==> config.mk <==
export PLATFORM = sky130hd
export DESIGN_NAME = mem_port_arbiter
export DESIGN_NICKNAME = d
export VERILOG_FILES = /design/src/rtl/mem_port_arbiter.sv
export SDC_FILE = /design/constraint.sdc
export NUM_CORES = 1
export LEC_CHECK = 0
export ABC_AREA = 0
export BUFFER_PORTS_ARGS = -buffer_cell sky130_fd_sc_hd__buf_2
export CAP_MARGIN = 20
export CORE_ASPECT_RATIO = 0.6
export CORE_MARGIN = 2
export CORE_UTILIZATION = 45
export DETAILED_ROUTE_END_ITERATION = 8
export PLACE_DENSITY_LB_ADDON = 0.25
export REMOVE_ABC_BUFFERS = 1
export SLEW_MARGIN = 20
export SYNTH_ARGS = -nofsm -noshare
export SYNTH_HDL_FRONTEND = slang
export SYNTH_SLANG_ARGS = --single-unit
==> constraint.sdc <==
create_clock -name clk -period 4.6 [get_ports clk]
set_input_delay 0.23 -clock clk [delete_from_list [all_inputs] [get_ports clk]]
set_output_delay 0.23 -clock clk [all_outputs]
set_load 0.005 [all_outputs]
==> src/rtl/mem_port_arbiter.sv <==
// mem_port_arbiter: shares one memory port between the fetch (imem) and
// data (dmem) requesters. Each side has a one-entry pending buffer, one
// transaction is in flight downstream at a time, dmem has priority, and a
// starvation counter makes sure fetch still makes progress.
module mem_port_arbiter #(
  parameter int STARVE_LIMIT = 4
) (
  input  logic        clk,
  input  logic        rst,
  input  logic [31:0] imem_addr,
  input  logic [3:0]  imem_rmask,
  output logic [31:0] imem_rdata,
  output logic        imem_resp,
  input  logic [31:0] dmem_addr,
  input  logic [3:0]  dmem_rmask,
  input  logic [3:0]  dmem_wmask,
  input  logic [31:0] dmem_wdata,
  output logic [31:0] dmem_rdata,
  output logic        dmem_resp,
  output logic [31:0] mem_addr,
  output logic [3:0]  mem_rmask,
  output logic [3:0]  mem_wmask,
  output logic [31:0] mem_wdata,
  input  logic [31:0] mem_rdata,
  input  logic        mem_resp,
  output logic        proto_err
);

  localparam logic [3:0] LIMIT = 4'(STARVE_LIMIT);

  typedef enum logic [1:0] {IDLE = 2'd0, BUSY_I = 2'd1, BUSY_D = 2'd2} state_t;

  state_t      state_q, state_d;
  logic [3:0]  starve_cnt_q, starve_cnt_d;
  logic        i_pend_q, i_pend_d;
  logic [31:0] i_addr_q, i_addr_d;
  logic [3:0]  i_rmask_q, i_rmask_d;
  logic        d_pend_q, d_pend_d;
  logic [31:0] d_addr_q, d_addr_d;
  logic [3:0]  d_rmask_q, d_rmask_d;
  logic [3:0]  d_wmask_q, d_wmask_d;
  logic [31:0] d_wdata_q, d_wdata_d;
  logic        proto_err_q, proto_err_d;

  logic        i_req, d_req, d_both;
  logic        i_busy, d_busy, i_take, d_take, i_cand, d_cand;
  logic        arb_en, grant_i, grant_d;
  logic [31:0] i_sel_addr, d_sel_addr, d_sel_wdata;
  logic [3:0]  i_sel_rmask, d_sel_rmask, d_sel_wmask, d_in_rmask;

  // Candidate selection and arbitration; a requester whose transaction gets
  // its response this cycle may already issue its next request.
  always_comb begin
    i_req  = |imem_rmask;
    d_req  = (|dmem_rmask) || (|dmem_wmask);
    d_both = (|dmem_rmask) && (|dmem_wmask);
    // A read+write pulse is treated as a write.
    d_in_rmask = (|dmem_wmask) ? 4'h0 : dmem_rmask;

    i_busy = i_pend_q || (state_q == BUSY_I && !mem_resp);
    d_busy = d_pend_q || (state_q == BUSY_D && !mem_resp);
    i_take = i_req && !i_busy;
    d_take = d_req && !d_busy;
    i_cand = i_pend_q || i_take;
    d_cand = d_pend_q || d_take;

    i_sel_addr  = i_pend_q ? i_addr_q  : imem_addr;
    i_sel_rmask = i_pend_q ? i_rmask_q : imem_rmask;
    d_sel_addr  = d_pend_q ? d_addr_q  : dmem_addr;
    d_sel_rmask = d_pend_q ? d_rmask_q : d_in_rmask;
    d_sel_wmask = d_pend_q ? d_wmask_q : dmem_wmask;
    d_sel_wdata = d_pend_q ? d_wdata_q : dmem_wdata;

    arb_en  = rst && (state_q == IDLE || mem_resp);
    grant_d = arb_en && d_cand && ((starve_cnt_q < LIMIT) || !i_cand);
    grant_i = arb_en && i_cand && !grant_d;
  end

  // Next-state: FSM, pending buffers, starvation counter, sticky error.
  always_comb begin
    state_d      = state_q;
    starve_cnt_d = starve_cnt_q;
    i_pend_d     = i_pend_q;
    i_addr_d     = i_addr_q;
    i_rmask_d    = i_rmask_q;
    d_pend_d     = d_pend_q;
    d_addr_d     = d_addr_q;
    d_rmask_d    = d_rmask_q;
    d_wmask_d    = d_wmask_q;
    d_wdata_d    = d_wdata_q;

    if (arb_en) begin
      if (grant_d)      state_d = BUSY_D;
      else if (grant_i) state_d = BUSY_I;
      else              state_d = IDLE;
    end

    if (grant_i) begin
      i_pend_d = 1'b0;
    end else if (i_take) begin
      i_pend_d  = 1'b1;
      i_addr_d  = imem_addr;
      i_rmask_d = imem_rmask;
    end

    if (grant_d) begin
      d_pend_d = 1'b0;
    end else if (d_take) begin
      d_pend_d  = 1'b1;
      d_addr_d  = dmem_addr;
      d_rmask_d = d_in_rmask;
      d_wmask_d = dmem_wmask;
      d_wdata_d = dmem_wdata;
    end

    if (!i_cand || grant_i)
      starve_cnt_d = 4'h0;
    else if (grant_d && starve_cnt_q < LIMIT)
      starve_cnt_d = starve_cnt_q + 4'h1;

    proto_err_d = proto_err_q
                | (i_req && i_busy)
                | (d_req && d_busy)
                | (state_q == IDLE && mem_resp)
                | d_both;
  end

  // State registers with asynchronous active-low reset.
  always_ff @(posedge clk or negedge rst) begin
    if (!rst) begin
      state_q      <= IDLE;
      starve_cnt_q <= 4'h0;
      i_pend_q     <= 1'b0;
      i_addr_q     <= 32'h0;
      i_rmask_q    <= 4'h0;
      d_pend_q     <= 1'b0;
      d_addr_q     <= 32'h0;
      d_rmask_q    <= 4'h0;
      d_wmask_q    <= 4'h0;
      d_wdata_q    <= 32'h0;
      proto_err_q  <= 1'b0;
    end else begin
      state_q      <= state_d;
      starve_cnt_q <= starve_cnt_d;
      i_pend_q     <= i_pend_d;
      i_addr_q     <= i_addr_d;
      i_rmask_q    <= i_rmask_d;
      d_pend_q     <= d_pend_d;
      d_addr_q     <= d_addr_d;
      d_rmask_q    <= d_rmask_d;
      d_wmask_q    <= d_wmask_d;
      d_wdata_q    <= d_wdata_d;
      proto_err_q  <= proto_err_d;
    end
  end

  // Downstream issue is a same-cycle pass-through of the granted request.
  assign mem_rmask = grant_d ? d_sel_rmask : (grant_i ? i_sel_rmask : 4'h0);
  assign mem_wmask = grant_d ? d_sel_wmask : 4'h0;
  assign mem_addr  = grant_d ? d_sel_addr  : (grant_i ? i_sel_addr : 32'h0);
  assign mem_wdata = grant_d ? d_sel_wdata : 32'h0;

  // Responses go only to the owner of the in-flight transaction.
  assign imem_resp  = rst && state_q == BUSY_I && mem_resp;
  assign dmem_resp  = rst && state_q == BUSY_D && mem_resp;
  assign imem_rdata = imem_resp ? mem_rdata : 32'h0;
  assign dmem_rdata = dmem_resp ? mem_rdata : 32'h0;
  assign proto_err  = proto_err_q;

endmodule
==> results.toml <==
[power]
power_per_cell_area_nw_per_um2 = 608
max-vdd-ir-drop_mv = 0.296
p_sw_frac = 0.320
power_mw = 5.37
pwr-share-clk = 0.265
seqPwrFrac = 0.345
internal_power_mw = 3.65
p_sw_mw = 1.72
p_comb_frac = 0.389
p_leak_nw = 4.82

[clocking]
htree_num_levels = 4
clkTransAtPathRegs_ps = 60
max-clock-path-buffers = 2
clk_latency_ps = 410
cts_setup_buffers = 0
cts-buffers-inserted = 17
cts_sinks = 117
cts_tree = "built"
root_buffer = "clkbuf_16"

[timing]
drv_slew = 0
rsz0062_at_grt = "false"
timing.final.ws_setup_ps = 942
relSlewSlack = 0.288
setup_viol = 0
fin_crit_sh = 0.795
worst_pin_slew_ps = 1070
timing_hold_violations_final = 0
period_needed_ps = 3660
finalClockSkew_ps = 8.30
max_freq_mhz = 273

[synth]
yosysSeqAreaShare = 0.436
yosys.area.top_type_share = 0.436
yosys_warnings = 0
syn_inst = 574
synth_top_family_by_area = "multiplexers"
yosys.area_share.simple = 0.113
synth.most_common_cell = "dfrtp_1"
synth_edf_count = 0
synthAdderAreaFrac = 0.00186
async_flop_share = 1.00
synth_seq_cells = 117
synth.distinct_cells = 36
synth_area_leaders = "dfrtp_1, mux2i_1, mux2_2"
synth_xor_area_frac = 0
netlist_area_um2 = 6720
synth_top_area_cell = "dfrtp_1"
synth_ff_type = "dfrtp_1"
synth.mux.area_fraction = 0.353
syn_avg_cell_area_um2 = 11.7
synthTopCellsByCount = "dfrtp_1, mux2i_1, mux2_2, and2_1, nor2_1"
synth_compound_area_frac = 0.0536

[drt]
wl_per_cell_um = 17.1
vias = 5357
initialDrtViolationCount = 207
antenna_left = 0
drc_errors = 0
wirelength_um = 17900
via_per_inst = 5.11
dr.pass1.iters = 5

[placement]
dpl.cell_count = 1014
gp_congestion = 0.819
port_buffers = 281
pre_cts_slack_ps = 1270
dpl.hpwl_um = 12800

[critical_path]
rr_worst_depth = 5
cpMaxStageDelayCell = "nand2_2"
cp_max_fo = 47
cp-end-kind = "output port"
cp-start-kind = "flop"
r2r_slack_ps = 1590
path_class = "reg2out"
reg2reg_from = "state_q[1]$_DFFE_PN0P_"
crit_chain = "or3b_2, a21o_1, a21oi_1, nand2_2, buf_4, o22ai_1, buf_2"
crit_path_max_incr_delay_ps = 600
cp.arrival_ps = 3430
critPathRequiredTime_ps = 4370
reg2reg_to = "d_wdata_q[1]$_DFFE_PN0P_"

[cells_and_area]
regArea_um2 = 2930
layout-drive-gt1-share = 0.511
fin_nets = 980
syn_to_final_growth_pct = 31.4
stdcell_count = 1048
n_fill_cell = 1229
multi_input_area_um2 = 3530

[floorplanning]
coreArea_um2 = 14500
fp.dieW_um = 162
start_util = 0.462
num_io_pins = 282
fp-row-count = 34
die_h_um = 98.7
die_area_um2 = 16000

[global_routing]
grt_use_met3 = 0.0657
use_met2 = 0.360
grtUsageMet1 = 0.307
grt.overflow.total = 0
grt_pass1_wl_um = 28800
grt_max_degree = 73
grt_pass1_vias = 5575
grt.busiest_layer = "met2"
grt_usage = 0.227
antenna_found_initial = 2

[run_status]
status = "complete, no violations"

[flow_run]
maxCapViolCount = 0

[hold_path]
hold_depth = 2
hold_start = "dmem_wdata[22]"
min_to = "d_wdata_q[22]$_DFFE_PN0P_"
hold_class = "in2reg"
[timing repair]
item | CTS | global route
resized for setup | 0 | 0
endpoints found under the hold margin | 49 | 0
hold buffers | 1 | 0
[sequential cells by signal (all words and copies together), names as in the netlist]
signal and flops:
starve_cnt_q 4, d_pend_q 1, d_addr_q 32, state_q 2, i_rmask_q 4, i_pend_q 1
proto_err 1, d_wdata_q 32, d_wmask_q 4, d_rmask_q 4, i_addr_q 32
[layer usage]
layer  vias up  wire length (um)
met5         -                 8
met4         2               177
met3        22              1210
met2       164              8210
met1      2601              8310
li1       2568                 -
[worst max-delay path by stage]
| stage | start | end | cells after the start |
|---|---|---|---|
| finish | state_q[1]$_DFFE_PN0P_ | mem_addr[10] | 7 |
| global route | rst | mem_addr[10] | 8 |
| CTS | rst | mem_addr[10] | 8 |
| detailed placement | imem_rmask[0] | i_addr_q[13]$_DFFE_PN0P_ | 6 |
| global placement | imem_rmask[0] | i_addr_q[24]$_DFFE_PN0P_ | 6 |
| floorplan | d_pend_q$_DFFE_PN0P_ | d_addr_q[0]$_DFFE_PN0P_ | 4 |
[worst max-delay path, delay by kind of cell (launching register included)]
| kind | cells | cell delay (ps) |
|---|---|---|
| compound gates | 3 | 730 |
| simple gates | 2 | 1160 |
| flops | 1 | 460 |
| buf+inv | 2 | 650 |
[power by group through the flow]
stage / Sequential (mW) / Clock (mW) / Combinational (mW)
final: 1.85 / 1.42 / 2.09
after global routing: 1.92 / 1.50 / 2.29
after CTS: 1.85 / 1.45 / 2.11
after detailed placement: 1.86 / 0 / 2.11
after global placement: 1.82 / 0 / 2.01
after floorplan: 1.85 / 0 / 1.51
[cells in the final DEF (no fill, tap or decap), types with 2 or more instances in the layout]
cell type	instances
buf_2	280
mux2i_1	108
o22ai_1	36
clkbuf_16	17
nor2_1	48
mux2_4	30
a21oi_1	10
nand2_1	11
or4_1	2
inv_6	3
buf_4	6
inv_1	5
clkinvlp_4	6
and2_1	65
bufinv_16	4
mux2_2	75
dfrtp_1	115
nor2b_1	2
[through the flow]
| stage | setup TNS, ps | util | cell area [um2] | hold WS [ps] |
|---|---|---|---|---|
| final | 0 | 0.607 | 8830 | 66.0 |
| after CTS | 0 | 0.607 | 8830 | 53.3 |
| after detailed placement | 0 | 0.562 | 8180 | 320 |
| after global routing | 0 | 0.607 | 8830 | 49.5 |
| after floorplan | -36140 | - | 6460 | -65.6 |
| after global placement | 0 | 0.562 | 8170 | 298 |
[logic make-up (layout without fill, tap and decap cells)]
| family | after synthesis | count (layout) |
|---|---|---|
| AOI/OAI and AO/OA | 54 | 54 |
| adders and majority gates | 1 | 1 |
| buffers and inverters | 49 | 324 |
| DFF | 117 | 117 |
| muxes | 213 | 213 |
| other | 0 | 1 |
| and+or+nand+nor | 140 | 140 |
[area by class of cell]
cell class | instances | area share
Clock buffer | 18 | 0.0497
Timing Repair Buffer | 287 | 0.165
Multi-Input combinational cell | 408 | 0.400
Inverter | 5 | 0.00213
Tap cell | 198 | 0.0281
Antenna cell | 1 | 0.000283
Clock inverter | 14 | 0.0227
Sequential cell | 117 | 0.332
Power figures use the tool's default switching activity.
